**src/rtl/alu_step_driver.sv**
```systemverilog
// Walks an (x,y) coordinate N steps of +/-5 along one axis using an external combinational ALU.
// Latency: done pulses 1+2N cycles after an accepted start (earlier on a bound violation).
// Backpressure: start is only taken while ready=1; start in any other state is dropped.
//
// Ports:
//   clk, rst_n            clock, asynchronous active-low reset
//   start/ready/busy      request handshake; ready in IDLE, busy in ISSUE/CHECK
//   x_in, y_in, dir, steps  run parameters, latched on accept (dir[1]=axis, dir[0]=add)
//   alu_in1/in2/op/iseq   operands and controls driven to the ALU
//   alu_res, alu_sign     ALU result (SIZE+1 bits) and its MSB
//   x_out, y_out, err     current/final coordinates and sticky bound-violation flag
//   done                  one-cycle completion pulse
module alu_step_driver #(
    parameter int SIZE      = 5,
    parameter int MAX_COORD = 31,
    parameter int CNT_W     = 3
) (
    input  logic             clk,
    input  logic             rst_n,
    input  logic             start,
    output logic             ready,
    output logic             busy,
    input  logic [SIZE-1:0]  x_in,
    input  logic [SIZE-1:0]  y_in,
    input  logic [1:0]       dir,
    input  logic [CNT_W-1:0] steps,
    output logic [SIZE-1:0]  alu_in1,
    output logic [SIZE-1:0]  alu_in2,
    output logic             alu_op,
    output logic             alu_iseq,
    input  logic [SIZE:0]    alu_res,
    input  logic             alu_sign,
    output logic [SIZE-1:0]  x_out,
    output logic [SIZE-1:0]  y_out,
    output logic             done,
    output logic             err
);

    typedef enum logic [1:0] {IDLE, ISSUE, CHECK, DONE} state_t;

    localparam logic [SIZE:0] MAX_C = (SIZE+1)'(MAX_COORD);

    state_t           state_q, state_d;
    logic [SIZE-1:0]  x_q, x_d;
    logic [SIZE-1:0]  y_q, y_d;
    logic             op_q, op_d;
    logic             iseq_q, iseq_d;
    logic [CNT_W-1:0] rem_q, rem_d;
    logic [SIZE:0]    res_q, res_d;
    logic             sgn_q, sgn_d;
    logic             err_q, err_d;
    logic             violation;

    // Subtract underflow shows up as a set borrow bit; add overflow is an
    // unsigned compare on the full SIZE+1 result.
    assign violation = op_q ? (res_q > MAX_C) : sgn_q;

    always_comb begin
        state_d = state_q;
        x_d     = x_q;
        y_d     = y_q;
        op_d    = op_q;
        iseq_d  = iseq_q;
        rem_d   = rem_q;
        res_d   = res_q;
        sgn_d   = sgn_q;
        err_d   = err_q;
        unique case (state_q)
            IDLE: begin
                if (start) begin
                    x_d     = x_in;
                    y_d     = y_in;
                    op_d    = dir[0];
                    iseq_d  = dir[1];
                    rem_d   = steps;
                    err_d   = 1'b0;
                    state_d = (steps != '0) ? ISSUE : DONE;
                end
            end
            ISSUE: begin
                // Operands have been stable all cycle; capture the ALU answer.
                res_d   = alu_res;
                sgn_d   = alu_sign;
                state_d = CHECK;
            end
            CHECK: begin
                if (violation) begin
                    err_d   = 1'b1;
                    state_d = DONE;
                end else begin
                    if (iseq_q) y_d = res_q[SIZE-1:0];
                    else        x_d = res_q[SIZE-1:0];
                    rem_d   = rem_q - CNT_W'(1);
                    state_d = (rem_q == CNT_W'(1)) ? DONE : ISSUE;
                end
            end
            DONE: begin
                state_d = IDLE;
            end
            default: state_d = IDLE;
        endcase
    end

    always_ff @(posedge clk or negedge rst_n) begin
        if (!rst_n) begin
            state_q <= IDLE;
            x_q     <= '0;
            y_q     <= '0;
            op_q    <= 1'b0;
            iseq_q  <= 1'b0;
            rem_q   <= '0;
            res_q   <= '0;
            sgn_q   <= 1'b0;
            err_q   <= 1'b0;
        end else begin
            state_q <= state_d;
            x_q     <= x_d;
            y_q     <= y_d;
            op_q    <= op_d;
            iseq_q  <= iseq_d;
            rem_q   <= rem_d;
            res_q   <= res_d;
            sgn_q   <= sgn_d;
            err_q   <= err_d;
        end
    end

    assign ready    = (state_q == IDLE);
    assign busy     = (state_q == ISSUE) || (state_q == CHECK);
    assign done     = (state_q == DONE);
    assign err      = err_q;
    assign x_out    = x_q;
    assign y_out    = y_q;
    assign alu_in1  = x_q;
    assign alu_in2  = y_q;
    assign alu_op   = op_q;
    assign alu_iseq = iseq_q;

endmodule

```
**config.mk**
```make
export PLATFORM = sky130hd
export DESIGN_NAME = alu_step_driver
export DESIGN_NICKNAME = d
export VERILOG_FILES = /design/src/rtl/alu_step_driver.sv
export SDC_FILE = /design/constraint.sdc
export NUM_CORES = 1
export LEC_CHECK = 0
export CORE_MARGIN = 2
export CORE_UTILIZATION = 44
export DETAILED_ROUTE_END_ITERATION = 8
export GPL_ROUTABILITY_DRIVEN = 0
export PLACE_DENSITY = 0.81
export SETUP_SLACK_MARGIN = 0.15
export SYNTH_ARGS = -nofsm -noshare
export SYNTH_HDL_FRONTEND = slang
export SYNTH_SLANG_ARGS = --single-unit
```
**constraint.sdc**
```tcl
create_clock -name clk -period 2.2 [get_ports clk]
set_input_delay 0.55 -clock clk [delete_from_list [all_inputs] [get_ports clk]]
set_output_delay 0.55 -clock clk [all_outputs]
set_load 0.02 [all_outputs]
```
==> results of run 1 <==
[timing repair]
| item | CTS | global route |
|---|---|---|
| gates cloned | 0 | 0 |
| endpoints found under the setup margin | 3 | 3 |
| setup buffers | 0 | 3 |
| gates resized for setup | 3 | 2 |
[layout make-up]
| class | count | area, um^2 |
|---|---|---|
| Fill cell | 266 | 1100 |
| Multi-Input combinational cell | 89 | 671 |
| Sequential cell | 25 | 627 |
| Timing Repair Buffer | 59 | 566 |
| Tap cell | 44 | 55.1 |
| Inverter | 7 | 26.3 |
| Clock buffer | 3 | 22.5 |
| Clock inverter | 1 | 7.51 |
[synth_stat cells (3+ instances only)]
cell and instances:
o221a_1 8, nand2_1 4, o21ai_0 3, buf_4 11
buf_2 3, mux2_2 9, ha_1 6, nor2_1 11
nor3_1 11, inv_1 7, dfrtp_1 25, a21oi_1 15
[registers in the layout, indices dropped and copies added, names as in the netlist]
signal and cells:
alu_in1 5, alu_in2 5, alu_iseq 1, alu_op 1, err 1, rem_q 3, res_q 6, sgn_q 1
state_q 2
[cell families (layout without fill, tap and decap cells)]
group                    Yosys count  after routing  synth area share
AND/OR/NAND/NOR                   34             34             0.127
multiplexers                      10             10            0.0861
buffers and inverters             24             70            0.0991
AO/OA/AOI/OAI                     39             39             0.201
adder cells (fa/ha/maj)            6              6            0.0522
flip-flops                        25             25             0.435
[power breakdown]
part	total, mW	internal, mW	switching [mW]
combinational	1.92	0.954	0.968
sequential	0.918	0.686	0.233
clock	0.220	0.0697	0.150
total	3.06	1.71	1.35
[through the flow]
| step | total power [mW] | area, um^2 |
|---|---|---|
| 2_1_floorplan | 2.23 | 1440 |
| 3_3_place_gp | 2.76 | 1920 |
| 3_5_place_dp | 2.83 | 1920 |
| 4_1_cts | 3.02 | 1950 |
| 5_1_grt | 3.29 | 1970 |
| 6_report | 3.06 | 1970 |
[final timing paths]
check	from	cells after the start	endpoint	slack, ns
max in group asynchronous	rst_n	2	alu_iseq	1.38
min in group clk	res_q[3]	1	res_q[3]	0.57
min	rst_n	2	rem_q[1]	0.56
max	state_q[0]	3	ready	0.22
max reg2reg	state_q[0]	7	alu_in1[0]	0.41
min reg2reg	res_q[3]	1	res_q[3]	0.57
[metal layers]
| metal | part of all wire | track usage |
|---|---|---|
| met4 | 0.015 | 0.0839 |
| met1 | 0.44 | 0.282 |
| met5 | 0 | 0 |
| met2 | 0.49 | 0.305 |
| met3 | 0.052 | 0.0273 |
==> flow_summary.toml, run 1 <==
[outcome]
outcome = "complete, no violations"

[finish]
layout_commonest_cell = "clkdlybuf4s50_1"
syn_to_final_growth_pct = 37.2
antenna_cells = 0
drive_above_1_share = 0.163
final_cell_mix = "clkdlybuf4s50_1 (47), dfrtp_1 (24), a21oi_1 (15)"
utilization = 0.641
instances_no_fill = 228
fin_nets = 216

[sta]
hold_slack_ns = 0.559
period_share = 0.900
relSlewSlack = 0.707
worstMarginPinSlew_ns = 0.440
skew_ns = 0.00754
max_freq_mhz = 505
setup-violations-final = 0
fin_ws_ns = 0.220
setup-tns-final_ns = 0
finalHoldViolations = 0
maxSlewViolCount = 0
post-route-min-period_ns = 1.98
rsz0062_at_grt = "no"

[synthesis]
ys_warn_count = 0
synth_cells = 138
synthDistinctLibCells = 31
syn_avg_cell_area_um2 = 10.4
syn_nets = 169
synth-seq-cells = 25
synth_area_um2 = 1440
ys_seq_area_frac = 0.435
netlist.area_leader.share = 0.435
synthArstFlopShare = 1.00
synth_edf_count = 0
synthFlopType = "dfrtp_1"
yosysTopAreaCell = "dfrtp_1"
synth_area_leaders = "dfrtp_1 (43%), mux2_2 (7.0%), o221a_1 (6.3%), buf_4 (5.7%), a21oi_1 (5.2%)"

[critical_path]
worstSetupPathType = "reg2out"
required_ns = 1.65
crit_buf_inv = 2
critPathArrivalTime_ns = 1.43
cpLargestDelayFamily = "buffers and inverters"
worstPathCellList = "inv_1 > ha_1 > dlygate4sd2_1"
cp_max_fo = 4
startpoint_type = "flip-flop"
setup.worst_path.end_class = "output port"
slowest_delay_ns = 0.43
cp_slowest_cell = "dfrtp_1"

[clock_tree]
root_buffer = "clkbuf_4"
insertion_delay_ns = 0.33
cts.sinks = 25
htreeDepth = 1
clock_path_buffers = 2
clkSlewWorstSetupHoldPaths_ns = 0.14
cts_hold_buf = 0
cts_inserted_buffers = 3
cts_tree = "done"

[global_routing]
grt_pass1_vias = 1134
grt_pass1_wl_um = 5420
grt.total_usage = 0.199
grt_start_max_net_pins = 26
antenna_found_initial = 0
overflow = 0

[power]
p_leak_nw = 0.807
power.density_nw_per_um2 = 1550
vdd_ir_drop_max_v = 0.000716

[placed_design]
hpwlAfterDp_um = 2500
placed_cells = 221
pre_cts_ws_ns = 0.215
port_buffers = 50

[detailed_routing]
first_iter_violations = 30
post_drt_wl_per_cell_um = 14.8
vias = 1238
antenna_left = 0
routed_wl_um = 3370
drc = 0
drt-pass1-iter-count = 4
routed_via_density = 5.43

[floorplanning]
initial_core_util = 0.467
die_area_um2 = 3740
ios = 51
fp-row-count = 20
dieHeight_um = 61.2
core_area_um2 = 3080
die_w_um = 61.2

[job]
drv_cap = 0

[min_path]
worstHoldPathType = "in2async"
(Power assumes the default switching activity.)
==> run 2, diff against run 1 <==
- CORE_MARGIN: 2 -> 3
==> flow_summary.toml, run 2 (synthesis gave the netlist of run 1 again) <==
[finish]
drive_above_1_share = 0.154
max_flop_register = "res_q"
instances_no_fill = 226
antenna_cells = 0
largest_register_ffs = 6
final_cell_mix = "clkdlybuf4s50_1 (47), dfrtp_1 (24), a21oi_1 (15)"
utilization = 0.637
fin_nets = 214
layout_commonest_cell = "clkdlybuf4s50_1"
syn_to_final_growth_pct = 36.2

[detailed_routing]
post_drt_wl_per_cell_um = 14.7
first_iter_violations = 44
drc = 0
routed_wl_um = 3320
antenna_left = 0
drt-pass1-iter-count = 4
routed_via_density = 5.28
vias = 1193

[clock_tree]
clkSlewWorstSetupHoldPaths_ns = 0.14
cts.sinks = 25
insertion_delay_ns = 0.32
htreeDepth = 1
cts_tree = "done"
cts_inserted_buffers = 3
root_buffer = "clkbuf_4"
clock_path_buffers = 2

[sta]
setup-violations-final = 0
maxSlewViolCount = 0
finalHoldViolations = 0
fin_ws_ns = 0.222
worstMarginPinSlew_ns = 0.431
period_share = 0.899
rsz0062_at_grt = "no"
relSlewSlack = 0.713
setup-tns-final_ns = 0
skew_ns = 0.00496
max_freq_mhz = 505
post-route-min-period_ns = 1.98

[power]
pwr-share-seq = 0.307
p_leak_nw = 0.813
vdd_ir_drop_max_v = 0.000741
power_mw = 3.01
power.density_nw_per_um2 = 1540
p_clk_frac = 0.070
combPwrFrac = 0.624
switching_share = 0.440
p_switching_mw = 1.32
intPower_mw = 1.69

[placed_design]
hpwlAfterDp_um = 2510
port_buffers = 50
placed_cells = 221
pre_cts_ws_ns = 0.176

[global_routing]
grt_pass1_wl_um = 5460
overflow = 0
antenna_found_initial = 0
grt_start_max_net_pins = 26
grt_pass1_vias = 1199
grt.total_usage = 0.169

[floorplanning]
initial_core_util = 0.467
die_w_um = 63.2
dieHeight_um = 63.2
core_area_um2 = 3080
ios = 51
die_area_um2 = 3990
fp-row-count = 20

[critical_path]
worstSetupPathType = "reg2out"
r2r_start = "state_q[0]"
ff2ff_setup_slack_ns = 0.47
reg2reg_depth = 7
critPathArrivalTime_ns = 1.43
required_ns = 1.65
cp_max_fo = 4
startpoint_type = "flip-flop"
setup.worst_path.end_class = "output port"
r2r-end = "alu_in1[3]"

[outcome]
outcome = "complete, no violations"

[job]
drv_cap = 0

[min_path]
worstHoldPathType = "in2async"
## run 2: stage by stage
stage          hold WS [ns]  instance area (um^2)
3_3_place_gp          0.533                  1920
2_1_floorplan         0.254                  1440
6_report              0.565                  1960
5_1_grt               0.600                  1960
4_1_cts               0.572                  1950
3_5_place_dp          0.536                  1920
## run 2: worst max-delay path by stage
stage                from    endpoint  cells past startpoint
3_3_place_gp        start  alu_in2[3]                      5
5_1_grt        state_q[1]        busy                      3
2_1_floorplan  state_q[0]  alu_in1[2]                      8
3_5_place_dp        start  alu_in2[3]                      5
6_report       state_q[0]        busy                      3
4_1_cts        state_q[1]        done                      2
## run 2: power by group through the flow
stage | registers, mW | clock network [mW] | logic [mW]
4_1_cts | 0.921 | 0.215 | 1.88
3_3_place_gp | 0.918 | 0 | 1.85
6_report | 0.923 | 0.210 | 1.88
2_1_floorplan | 0.997 | 0 | 1.23
5_1_grt | 0.962 | 0.229 | 2.03
3_5_place_dp | 0.931 | 0 | 1.90
## run 2: metal layers
layer / up-vias / share of wire / global-route usage
li1: 583 / - / -
met2: 49 / 0.51 / 0.306
met4: 0 / 0.0063 / 0.0485
met3: 2 / 0.052 / 0.0196
met1: 559 / 0.44 / 0.212
met5: - / 0 / 0
## run 2: layout make-up
| cell class | instances | area, um^2 |
|---|---|---|
| clock buffer | 3 | 22.5 |
| clock inverter | 1 | 5.00 |
| fill | 268 | 1120 |
| inverter | 7 | 26.3 |
| multi-input combinational | 89 | 671 |
| sequential | 25 | 627 |
| tap | 44 | 55.1 |
| timing repair buffer | 57 | 553 |
## run 2: critical path: stages (launching register included)
cell	delay [ns]
dfrtp_1	0.42
inv_1	0.08
ha_1	0.29
dlygate4sd2_1	0.32
## run 2: what timing repair did
action / in CTS / in global routing
endpoints found under the setup margin: 2 / 3
gates cloned: 0 / 0
hold buffers: 0 / 0
setup buffers: 0 / 1
pin swaps: 0 / 0
hold endpoints to repair: 0 / 0
resized for setup: 2 / 2
==> run 3, diff against run 2 <==
- CTS_CLUSTER_DIAMETER: unset -> 150
==> results of run 3 <==
No change in the layout: final DEF, timing and power equal those of run 2.
